--- src/rtl/nonce_hub_arb.sv ---
// nonce_hub_arb: result hub for the mining cluster.
// Each slave has a capture register and a pending flag. A round-robin arbiter
// moves pending results into a circular FIFO, one per cycle. A small TX FSM
// hands the FIFO head to serial_transmit one word at a time.
// A result is lost only when a pending capture is overwritten before it is
// granted. Such losses are counted in a saturating counter.
// Optional feature macro: NONCE_HUB_DEDUP_EN. When it is defined, a granted
// nonce that equals the last nonce written to the FIFO is discarded.
// Handshake: serial_send is a one-cycle request, and golden_nonce/golden_slave
// are valid from that cycle until the next request. serial_busy=1 means the
// transmitter owns the word. The FSM waits for busy to rise and then fall
// before it offers the next word.
module nonce_hub_arb #(
  parameter int SLAVES = 3,
  parameter int DEPTH  = 8,
  parameter int CNT_W  = 16,
  parameter int SID_W  = 4
) (
  input  logic                    uart_clk,
  input  logic                    reset,
  input  logic [SLAVES-1:0]       new_nonces,
  input  logic [SLAVES*32-1:0]    slave_nonces,
  input  logic                    serial_busy,
  output logic                    serial_send,
  output logic [31:0]             golden_nonce,
  output logic [SID_W-1:0]        golden_slave,
  output logic [$clog2(DEPTH):0]  fifo_level,
  output logic                    fifo_full,
  output logic [CNT_W-1:0]        overwrite_count,
  output logic [1:0]              tx_state_dbg
);

  localparam int AW = $clog2(DEPTH);
  localparam int EW = SID_W + 32;

  typedef enum logic [1:0] {
    ST_IDLE      = 2'd0,
    ST_SEND      = 2'd1,
    ST_WAIT_BUSY = 2'd2,
    ST_WAIT_DONE = 2'd3
  } tx_state_e;

  // capture stage
  logic [31:0]       hold_q [SLAVES];
  logic [SLAVES-1:0] pending_q, pending_d;
  logic [SLAVES-1:0] ovw_hit;
  logic [SID_W-1:0]  rr_q;
  logic [CNT_W-1:0]  ovw_cnt_q, ovw_cnt_d;

  // arbiter
  logic              grant_vld;
  logic [SID_W-1:0]  grant_idx;
  logic [31:0]       grant_nonce;
  logic [SLAVES-1:0] grant_oh;
  logic              dup;
  logic              push;

  // fifo
  logic [EW-1:0]     mem_q [DEPTH];
  logic [AW-1:0]     wr_ptr_q, rd_ptr_q;
  logic [AW:0]       level_q, level_d;
  logic              full_w;
  logic              pop;

  // tx fsm
  tx_state_e         state_q;
  logic              send_q;
  logic [31:0]       gnonce_q;
  logic [SID_W-1:0]  gslave_q;

  assign full_w = (level_q == (AW+1)'(DEPTH));

  // Round-robin search: first pending slave above rr_q, with wrap. A full FIFO blocks the search.
  always_comb begin
    grant_vld   = 1'b0;
    grant_idx   = '0;
    grant_nonce = '0;
    for (int k = 1; k <= SLAVES; k++) begin
      for (int j = 0; j < SLAVES; j++) begin
        if (!grant_vld && !full_w && pending_q[j] &&
            (j == ((int'(rr_q) + k) % SLAVES))) begin
          grant_vld   = 1'b1;
          grant_idx   = SID_W'(j);
          grant_nonce = hold_q[j];
        end
      end
    end
  end

  // Per-slave grant decode, next pending flags and lost-result detection.
  always_comb begin
    grant_oh  = '0;
    pending_d = '0;
    ovw_hit   = '0;
    for (int i = 0; i < SLAVES; i++) begin
      grant_oh[i]  = grant_vld && (grant_idx == SID_W'(i));
      pending_d[i] = new_nonces[i] | (pending_q[i] & ~grant_oh[i]);
      ovw_hit[i]   = new_nonces[i] & pending_q[i] & ~grant_oh[i];
    end
  end

  // Saturating overwrite counter; several lanes may lose a result in the same cycle.
  always_comb begin
    ovw_cnt_d = ovw_cnt_q;
    for (int i = 0; i < SLAVES; i++) begin
      if (ovw_hit[i] && (ovw_cnt_d != '1)) ovw_cnt_d = ovw_cnt_d + CNT_W'(1);
    end
  end

`ifdef NONCE_HUB_DEDUP_EN
  logic [31:0] last_q;
  logic        last_vld_q;

  assign dup = last_vld_q && (last_q == grant_nonce);

  // Remember the last nonce actually written to the FIFO.
  always_ff @(posedge uart_clk or posedge reset) begin
    if (reset) begin
      last_q     <= '0;
      last_vld_q <= 1'b0;
    end else if (push) begin
      last_q     <= grant_nonce;
      last_vld_q <= 1'b1;
    end
  end
`else
  assign dup = 1'b0;
`endif

  // A discarded duplicate still consumes the grant. Only the FIFO write is skipped.
  assign push = grant_vld & ~dup;

  // Capture registers, pending flags, RR pointer and overwrite count.
  always_ff @(posedge uart_clk or posedge reset) begin
    if (reset) begin
      for (int i = 0; i < SLAVES; i++) hold_q[i] <= '0;
      pending_q <= '0;
      rr_q      <= SID_W'(SLAVES - 1);
      ovw_cnt_q <= '0;
    end else begin
      for (int i = 0; i < SLAVES; i++) begin
        if (new_nonces[i]) hold_q[i] <= slave_nonces[i*32 +: 32];
      end
      pending_q <= pending_d;
      ovw_cnt_q <= ovw_cnt_d;
      if (grant_vld) rr_q <= grant_idx;
    end
  end

  // The head is popped only by the TX FSM in IDLE while the transmitter is free.
  assign pop = (state_q == ST_IDLE) && (level_q != '0) && !serial_busy;

  // Level tracking; push and pop in the same cycle leave the level unchanged.
  always_comb begin
    level_d = level_q;
    case ({push, pop})
      2'b10:   level_d = level_q + (AW+1)'(1);
      2'b01:   level_d = level_q - (AW+1)'(1);
      default: level_d = level_q;
    endcase
  end

  // FIFO storage: {slave index, nonce}. The contents are don't-care until written.
  always_ff @(posedge uart_clk) begin
    if (push) mem_q[wr_ptr_q] <= {grant_idx, grant_nonce};
  end

  // FIFO pointers and level; DEPTH is a power of two, so the pointers wrap naturally.
  always_ff @(posedge uart_clk or posedge reset) begin
    if (reset) begin
      wr_ptr_q <= '0;
      rd_ptr_q <= '0;
      level_q  <= '0;
    end else begin
      if (push) wr_ptr_q <= wr_ptr_q + AW'(1);
      if (pop)  rd_ptr_q <= rd_ptr_q + AW'(1);
      level_q <= level_d;
    end
  end

  // TX FSM: pop head, pulse send, then follow busy up and back down.
  always_ff @(posedge uart_clk or posedge reset) begin
    if (reset) begin
      state_q  <= ST_IDLE;
      send_q   <= 1'b0;
      gnonce_q <= '0;
      gslave_q <= '0;
    end else begin
      send_q <= 1'b0;
      case (state_q)
        ST_IDLE: begin
          if (pop) begin
            {gslave_q, gnonce_q} <= mem_q[rd_ptr_q];
            send_q  <= 1'b1;
            state_q <= ST_SEND;
          end
        end
        ST_SEND:      state_q <= ST_WAIT_BUSY;
        ST_WAIT_BUSY: if (serial_busy) state_q <= ST_WAIT_DONE;
        ST_WAIT_DONE: if (!serial_busy) state_q <= ST_IDLE;
        default:      state_q <= ST_IDLE;
      endcase
    end
  end

  assign serial_send     = send_q;
  assign golden_nonce    = gnonce_q;
  assign golden_slave    = gslave_q;
  assign fifo_level      = level_q;
  assign fifo_full       = full_w;
  assign overwrite_count = ovw_cnt_q;
  assign tx_state_dbg    = state_q;

endmodule

--- config.mk ---
export PLATFORM = sky130hd
export DESIGN_NAME = nonce_hub_arb
export DESIGN_NICKNAME = d
export VERILOG_FILES = /design/src/rtl/nonce_hub_arb.sv
export SDC_FILE = /design/constraint.sdc
export NUM_CORES = 1
export LEC_CHECK = 0
export BUFFER_PORTS_ARGS = -buffer_cell sky130_fd_sc_hd__buf_2
export CAP_MARGIN = 20
export CORE_ASPECT_RATIO = 0.7
export CORE_MARGIN = 2
export CORE_UTILIZATION = 45
export DETAILED_ROUTE_END_ITERATION = 6
export PLACE_DENSITY = 0.6
export SYNTH_ARGS = -nofsm -noshare
export SYNTH_HDL_FRONTEND = slang
export SYNTH_SLANG_ARGS = --single-unit
export TNS_END_PERCENT = 5
--- constraint.sdc ---
create_clock -name uart_clk -period 6.6 [get_ports uart_clk]
set_input_delay 0.66 -clock uart_clk [delete_from_list [all_inputs] [get_ports uart_clk]]
set_output_delay 0.66 -clock uart_clk [all_outputs]
set_load 0.01 [all_outputs]
==> results of run 1 <==
==> sequential cells by signal, summed over array words and instances, names as in the netlist <==
| signal | flops |
|---|---|
| fifo_level | 4 |
| golden_nonce | 32 |
| golden_slave | 2 |
| hold_q | 96 |
| mem_q | 272 |
| overwrite_count | 16 |
| pending_q | 3 |
| rd_ptr_q | 3 |
| rr_q | 2 |
| serial_send | 1 |
| tx_state_dbg | 2 |
| wr_ptr_q | 3 |
==> cell usage after synthesis (4+ instances only) <==
| library cell | number | area share (%) |
|---|---|---|
| a21o_1 | 8 | 0.32 |
| a21oi_1 | 48 | 1.3 |
| a222oi_1 | 32 | 1.7 |
| a31oi_1 | 10 | 0.34 |
| and2_1 | 5 | 0.17 |
| and3_1 | 7 | 0.24 |
| buf_1 | 16 | 0.32 |
| buf_2 | 7 | 0.19 |
| buf_4 | 4 | 0.16 |
| clkbuf_1 | 34 | 0.69 |
| dfrtp_1 | 163 | 22 |
| edfxtp_1 | 272 | 44 |
| ha_1 | 13 | 0.88 |
| inv_1 | 53 | 1.1 |
| mux2_2 | 100 | 6.1 |
| mux2i_1 | 41 | 2.2 |
| mux4_2 | 68 | 8.3 |
| nand2_1 | 40 | 0.81 |
| nand2b_1 | 10 | 0.34 |
| nand3_1 | 11 | 0.30 |
| nand4_1 | 11 | 0.37 |
| nor2_1 | 61 | 1.2 |
| nor2b_1 | 4 | 0.14 |
| nor3_1 | 17 | 0.46 |
| nor3_2 | 4 | 0.22 |
| nor4_1 | 11 | 0.37 |
| o21a_1 | 5 | 0.20 |
| o21ai_0 | 10 | 0.27 |
| o31ai_1 | 5 | 0.20 |
| or2_2 | 4 | 0.14 |
| xnor2_1 | 26 | 1.2 |
| xor2_1 | 13 | 0.61 |
==> worst max-delay path, stage by stage (launching register included) <==
cell and delay (ns):
dfstp_2 0.55, inv_1 0.04, ha_1 0.23, a22oi_1 0.21, o22ai_1 0.22, o31ai_4 0.62
nor2_1 0.21, xnor2_1 0.54, inv_1 0.10, ha_1 0.28, inv_1 0.26, nor4_4 0.13
a21oi_2 0.41, mux2i_1 0.33, nand4b_1 0.32, nor3b_1 0.42, o21ai_0 0.20, xor2_1 0.20
==> path summary, 6_finish.rpt <==
check / endpoint / slack [ns] / depth (start not counted) / from
hold / removal: golden_nonce[30]$_DFFE_PP0P_ / 0.23 / 2 / reset
setup reg to reg: overwrite_count[10]$_DFF_PP0_ / 1.21 / 17 / rr_q[1]$_DFFE_PP1P_
setup / recovery: overwrite_count[10]$_DFF_PP0_ / 1.21 / 17 / rr_q[1]$_DFFE_PP1P_
hold reg to reg: hold_q[23]$_DFFE_PP0P_ / 0.51 / 1 / hold_q[23]$_DFFE_PP0P_
max in group asynchronous: rr_q[0]$_DFFE_PP0P_ / 5.10 / 3 / reset
min in group uart_clk: hold_q[49]$_DFFE_PP0P_ / 0.35 / 2 / slave_nonces[49]
==> power groups by stage <==
stage / registers, W / logic, W / clock network (W)
floorplan: 0.00488 / 0.00288 / 0
global placement: 0.00502 / 0.00417 / 0
detailed placement: 0.00507 / 0.00426 / 0
CTS: 0.00502 / 0.00428 / 0.00252
global route: 0.00510 / 0.00463 / 0.00263
finish: 0.00500 / 0.00420 / 0.00246
==> through the flow <==
stage | utilization (%) | worst slack, ns | hold WS [ns] | cell area (sq um) | power (W)
5_1_grt | 52.5 | 0.827 | 0.282 | 21400 | 0.0124
6_report | 52.5 | 1.21 | 0.233 | 21400 | 0.0117
3_3_place_gp | 49.0 | 1.46 | 0.478 | 20000 | 0.00920
2_1_floorplan | - | 1.51 | 0.460 | 18500 | 0.00776
4_1_cts | 52.5 | 1.33 | 0.242 | 21400 | 0.0118
3_5_place_dp | 49.0 | 1.37 | 0.485 | 20000 | 0.00933
==> layout make-up <==
type / count / area [sq um]
inverter: 53 / 204
clock inverter: 17 / 220
clock buffer: 59 / 1190
sequential: 436 / 12300
fill: 3416 / 19400
tap: 544 / 681
antenna: 4 / 10.0
timing repair buffer: 182 / 968
multi-input combinational: 621 / 5880
==> kinds of logic after synthesis <==
kind of cell | share of synthesized area, %
compound gates | 5.92
xor+xnor | 1.84
fa+ha+maj | 0.986
buf+inv | 2.50
flops | 66.2
mux | 16.6
other cells | 0.0202
simple gates | 5.94
==> per-layer routing <==
layer	part of all wire, %	track usage, %	vias to the layer above
met4	1.2	3.82	4
met3	6.4	4.21	53
li1	-	-	4863
met5	0.065	0	-
met1	46	31.7	5642
met2	46	32.5	343
==> metrics.md, run 1 <==
| Metric | Value |
|---|---|
| CP Class | `flip-flop to flip-flop` |
| Number of buffers created by CTS | `42` |
| Slew Limit Fails | `0` |
| NumNets Final | `1,452` |
| Clk_lat worst skew | `0.55 ns` |
| Max Buffers Root-to-Sink | `3` |
| Mapped Cells | `1,171` |
| Critical path arrival | `5.79 ns` |
| Pleak | `8.12 nW` |
| Startpoint type of the worst setup path | `flip-flop` |
| Post-CTS Setup Bufs | `0` |
| Tmin final | `5.39 ns` |
| RePlAce Congestion | `0.923` |
| Comb power frac | `36.0%` |
| Leading cell type in the layout, fill and taps excluded | `edfxtp_1` |
| PD cells | `544 nW/um^2` |
| Grt total ovfl | `0` |
| Unrepaired setup endpoints after global routing | `no` |
| GRT Util Overall | `a little over a fifth` |
| First-pass GRT wire length | `68,800 um` |
| Maximum operating frequency | `0.186 GHz` |
| Placed Cells | `1,836` |
| H-tree depth | `2` |
| Final Non-Filler Cells | `1,916` |
| Most frequent cells in the layout | `edfxtp_1 (272), dfrtp_1 (160), buf_2 (159), mux2_2 (100), mux4_2 (68)` |
| Starting Density | `45.4%` |
| Max_slew headroom | `42.2%` |
| Yosys reg bits | `436` |
| Yosys warnings | `0` |
| Area Growth Syn to Fin | `15.7%` |
| Port Buffers | `159` |
| Die Wd | `247 um` |
| # rows | `62` |
| Iteration-0 DRC Markers | `790` |
| Main flop type after synthesis | `edfxtp_1` |
| Yosys cell types | `between 70 and 80` |
| # Max-Cap Violations | `0` |
| Initial antenna violation count | `8` |
| Post-synth EDFFs | `272` |
| Status | `completed` |
| Routed Antenna Nets | `0` |
| Chip height | `174 um` |
| Vias in the first global route | `11,200` |
| Final wirelength | `44,600 um` |
| TNS Setup | `0 ns` |
| WP data required | `between 7 and 8 ns` |
| Sequential area share after synthesis | `~66%` |
| TritonRoute pass-1 iters | `6` |
| Hold Path Class | `primary input to async pin` |
| Vias per cell | `5.69` |
| Asr flop ratio synth | `37.6%` |
| HPWL Detailed | `28,400 um` |
| Largest net degree at the start of global routing | `73` |
| Measured slew at the worst slew-check pin | `0.845 ns` |
| Max rail drop VDD | `0.262 mV` |
| Clock Power Share | `21.1%` |
| Avg Cell Area, Syn | `15.8 sq um` |
| CTS root buf | `clkbuf_16` |
| Sw Ratio | `35.4%` |
| Die Area | `~43,000 sq um` |
| Area of the core | `40,800 sq um` |
| Synth Cell Area | `between 15,000 and 20,000 sq um` |
| Final Hold Vio Count | `0` |
| Final Skew | `0.0236 ns` |
| Endpoints failing setup | `0` |
| Post-CTS Hold Buffers | `0` |
| CTS tree | `done` |
| DRC | `0` |
| Net switching power | `a little over 0.004 W` |
| Post-CTS Resized | `0` |
| Via count | `10,900` |
| Critical Path End Type | `flip-flop` |
| Int Pwr | `0.00754 W` |
| Period utilisation layout | `around 82%` |
| Share of layout cells above drive strength 1 | `approximately a third` |
| Critical path fanouts, max | `16` |
| CTS clk-pin slew, worst paths | `0.06 ns` |
| IO Pins | `162` |
| Sequential power share | `42.9%` |
| CTS Sinks | `436` |
| Drt wl/cell | `23.3 um` |
No activity file was read; power rests on OpenSTA's default activity.
==> run 2, diff against run 1 <==
--- a/config.mk
+++ b/config.mk
@@ -11,7 +11,7 @@
 export CORE_MARGIN = 2
 export CORE_UTILIZATION = 45
 export DETAILED_ROUTE_END_ITERATION = 6
-export PLACE_DENSITY = 0.6
+export PLACE_DENSITY = 0.62
 export SYNTH_ARGS = -nofsm -noshare
 export SYNTH_HDL_FRONTEND = slang
 export SYNTH_SLANG_ARGS = --single-unit
==> constraint.sdc (replaced) <==
create_clock -name uart_clk -period 4.4 [get_ports uart_clk]
set_input_delay 0.44 -clock uart_clk [delete_from_list [all_inputs] [get_ports uart_clk]]
set_output_delay 0.44 -clock uart_clk [all_outputs]
set_load 0.01 [all_outputs]
==> run 2 against run 1 <==
  * Total power rose by 53%
  * Critical endpoint is now overwrite_count[1]$_DFF_PP0_
  * Highest routed layer unchanged
  * Die area did not move
  * Final cell count rose by 2.9%
  * Combinational power rose by 59%
  * Hold slack got worse by 0.12 ns
==> metrics.md, run 2 (synthesis gave the netlist of run 1 again) <==
| Metric | Value |
|---|---|
| Int Pwr | `0.0115 W (+53%)` |
| Placed Cells | `1,886 (+2.7%)` |
| DRC | `0 (unchanged)` |
| Critical Path End Type | `flip-flop` |
| WP data required | `4.82 ns (-2.19 ns)` |
| CTS root buf | `clkbuf_16` |
| CTS Sinks | `436 (unchanged)` |
| Tmin final | `4.20 ns (-1.19 ns)` |
| Die Area | `42,800 sq um (unchanged)` |
| Final setup margin | `0.202 ns (-1.01 ns)` |
| CP Class | `flip-flop to flip-flop` |
| DP Worst Slack | `0.0179 ns (-1.35 ns)` |
| R2R depth | `17 (unchanged)` |
| Pleak | `8.41 nW (+3.5%)` |
| Via count | `11,000 (+0.52%)` |
| Clock Power Share | `20.5% (-0.6 points)` |
| Startpoint type of the worst setup path | `flip-flop` |
| Critical path fanouts, max | `15 (-1)` |
| Grt total ovfl | `0 (unchanged)` |
| Measured slew at the worst slew-check pin | `1.04 ns (+0.199 ns)` |
| Max Buffers Root-to-Sink | `3 (unchanged)` |
| Max rail drop VDD | `0.422 mV (+61%)` |
| Number of buffers created by CTS | `43 (+2.4%)` |
| Max_slew headroom | `30.4% (-12 points)` |
| GRT Util Overall | `20.6% (-0.50 points)` |
| Area Growth Syn to Fin | `18.6%` |
| Final Skew | `0.0195 ns (-0.00412 ns)` |
| Largest net degree at the start of global routing | `165 (+130%)` |
| Final wirelength | `43,600 um (-2.2%)` |
| H-tree depth | `2 (unchanged)` |
| Port Buffers | `159 (unchanged)` |
| RePlAce Congestion | `0.933 (+1.2%)` |
| Top reg by flops | `mem_q` |
| NumNets Final | `1,508 (+3.9%)` |
| Most frequent cells in the layout | `edfxtp_1 (272), dfrtp_1 (160), buf_2 (159), mux2_2 (100), buf_4 (74)` |
| Filler cells | `3,414 (-0.059%)` |
| TritonRoute pass-1 iters | `5 (-1)` |
| Share of layout cells above drive strength 1 | `36.4% (+3.6 points)` |
| CTS clk-pin slew, worst paths | `0.06 ns (about the same)` |
| # Max-Cap Violations | `0 (unchanged)` |
| Initial antenna violation count | `4 (-4)` |
| Endpoints failing setup | `0 (unchanged)` |
| Slew Limit Fails | `0 (unchanged)` |
| Hold depth | `2` |
| Drt wl/cell | `22.1 um (-5.0%)` |
| Vias in the first global route | `11,300 (+0.67%)` |
| Sequential power share | `42.1% (-0.8 points)` |
| Clk_lat worst skew | `0.56 ns (about the same)` |
| Max FFs per register | `272 (unchanged)` |
| Hold Path Class | `primary input to flip-flop` |
| Maximum operating frequency | `0.238 GHz (+28%)` |
| Routed Antenna Nets | `0 (unchanged)` |
| Leading cell type in the layout, fill and taps excluded | `edfxtp_1` |
| Period utilisation layout | `95.4% (+14 points)` |
| Final Non-Filler Cells | `1,971 (+2.9%)` |
| Area of the core | `40,800 sq um (unchanged)` |
| Critical path arrival | `4.62 ns (-1.17 ns)` |
| HPWL Detailed | `28,000 um (-1.5%)` |
| Final Hold Vio Count | `0 (unchanged)` |
| # rows | `62 (unchanged)` |
| IO Pins | `162 (unchanged)` |
| Net switching power | `0.00631 W (+53%)` |
| Sw Ratio | `35.3% (-0.046 points)` |
| Vias per cell | `5.56 (-2.3%)` |
| PD cells | `812 nW/um^2 (+49%)` |
| Status | `completed` |
| Comb power frac | `37.4% (+1.4 points)` |
| Post-CTS Hold Buffers | `0 (unchanged)` |
| Chip height | `174 um (unchanged)` |
| First-pass GRT wire length | `67,300 um (-2.2%)` |
| Starting Density | `45.4% (unchanged)` |
| Final Total Pwr | `0.0179 W (+53%)` |
| Iteration-0 DRC Markers | `832 (+5.3%)` |
| CTS tree | `done` |
| Die Wd | `247 um (unchanged)` |
==> run 2: changes by cell type in the layout (fill, tap and decap cells not counted), moves of 3 or more <==
cell,change
a31oi_2,+3
ha_2,+3
clkinv_2,-5
ha_1,-3
nor4_1,-4
buf_4,+51
diode_2,-3
a31oi_1,-3
clkinv_1,+5
==> run 2: worst max-delay path, stage by stage, from the launching register on <==
cell	delay (ns)
dfstp_2	0.54
inv_1	0.05
ha_2	0.19
or2_1	0.24
a21oi_1	0.13
buf_4	0.16
o31ai_4	0.08
buf_6	0.20
nor4_2	0.30
o22ai_2	0.20
buf_4	0.19
nor4_4	0.30
mux2i_1	0.15
and2b_1	0.23
or4b_4	0.51
o21bai_4	0.26
mux2i_1	0.27
nor3b_2	0.07
==> run 2: per-stage QoR <==
| stage | TNS [ns] | hold slack, ns | cell area [sq um] | util [%] |
|---|---|---|---|---|
| 2_1_floorplan | 0 | 0.460 | 18500 | - |
| 3_3_place_gp | 0 | 0.476 | 20400 | 50.0 |
| 3_5_place_dp | 0 | 0.495 | 20400 | 50.0 |
| 4_1_cts | 0 | 0.0950 | 21800 | 53.5 |
| 5_1_grt | -0.0113 | 0.0986 | 22000 | 53.9 |
| 6_report | 0 | 0.113 | 22000 | 53.9 |
==> run 2: per-layer routing <==
| metal | vias to the layer above | track usage, % | part of all wire (%) |
|---|---|---|---|
| li1 | 4973 | - | - |
| met1 | 5652 | 31.3 | 48 |
| met2 | 282 | 31.0 | 45 |
| met3 | 51 | 4.10 | 6.1 |
| met4 | 4 | 4.54 | 1.5 |
| met5 | - | 0 | 0.055 |
==> run 2: final timing paths <==
check / slack [ns] / to / startpoint
setup / recovery: 0.20 / overwrite_count[1]$_DFF_PP0_ / rr_q[1]$_DFFE_PP1P_
hold / removal: 0.11 / hold_q[92]$_DFFE_PP0P_ / slave_nonces[28]
setup reg to reg: 0.20 / overwrite_count[1]$_DFF_PP0_ / rr_q[1]$_DFFE_PP1P_
hold reg to reg: 0.50 / wr_ptr_q[2]$_DFFE_PP0P_ / wr_ptr_q[2]$_DFFE_PP0P_
max in group asynchronous: 3.56 / rd_ptr_q[0]$_DFFE_PP0P_ / reset
min in group asynchronous: 0.14 / tx_state_dbg[0]$_DFFE_PP0P_ / reset
==> run 2: cell type report <==
cell class	count	area (sq um)	area share, %
Sequential cell	436	12300	55.9
Multi-Input combinational cell	622	6010	27.3
Timing Repair Buffer	236	1400	6.38
Clock buffer	62	1230	5.60
Tap cell	544	681	3.10
Inverter	53	203	0.922
Clock inverter	17	174	0.791
Antenna cell	1	2.50	0.0114
==> run 2: power groups by stage <==
stage	combinational [W]	clock [W]	sequential, W
floorplan	0.00432	0	0.00733
CTS	0.00666	0.00374	0.00755
global placement	0.00652	0	0.00756
global route	0.00731	0.00391	0.00769
detailed placement	0.00663	0	0.00762
finish	0.00668	0.00366	0.00752
==> run 2: what timing repair did <==
action | CTS | global route
setup endpoints to repair | 1 | 16
gates cloned | 0 | 1
pin swaps | 0 | 4
buffers inserted | 0 | 4
resized for setup | 1 | 23
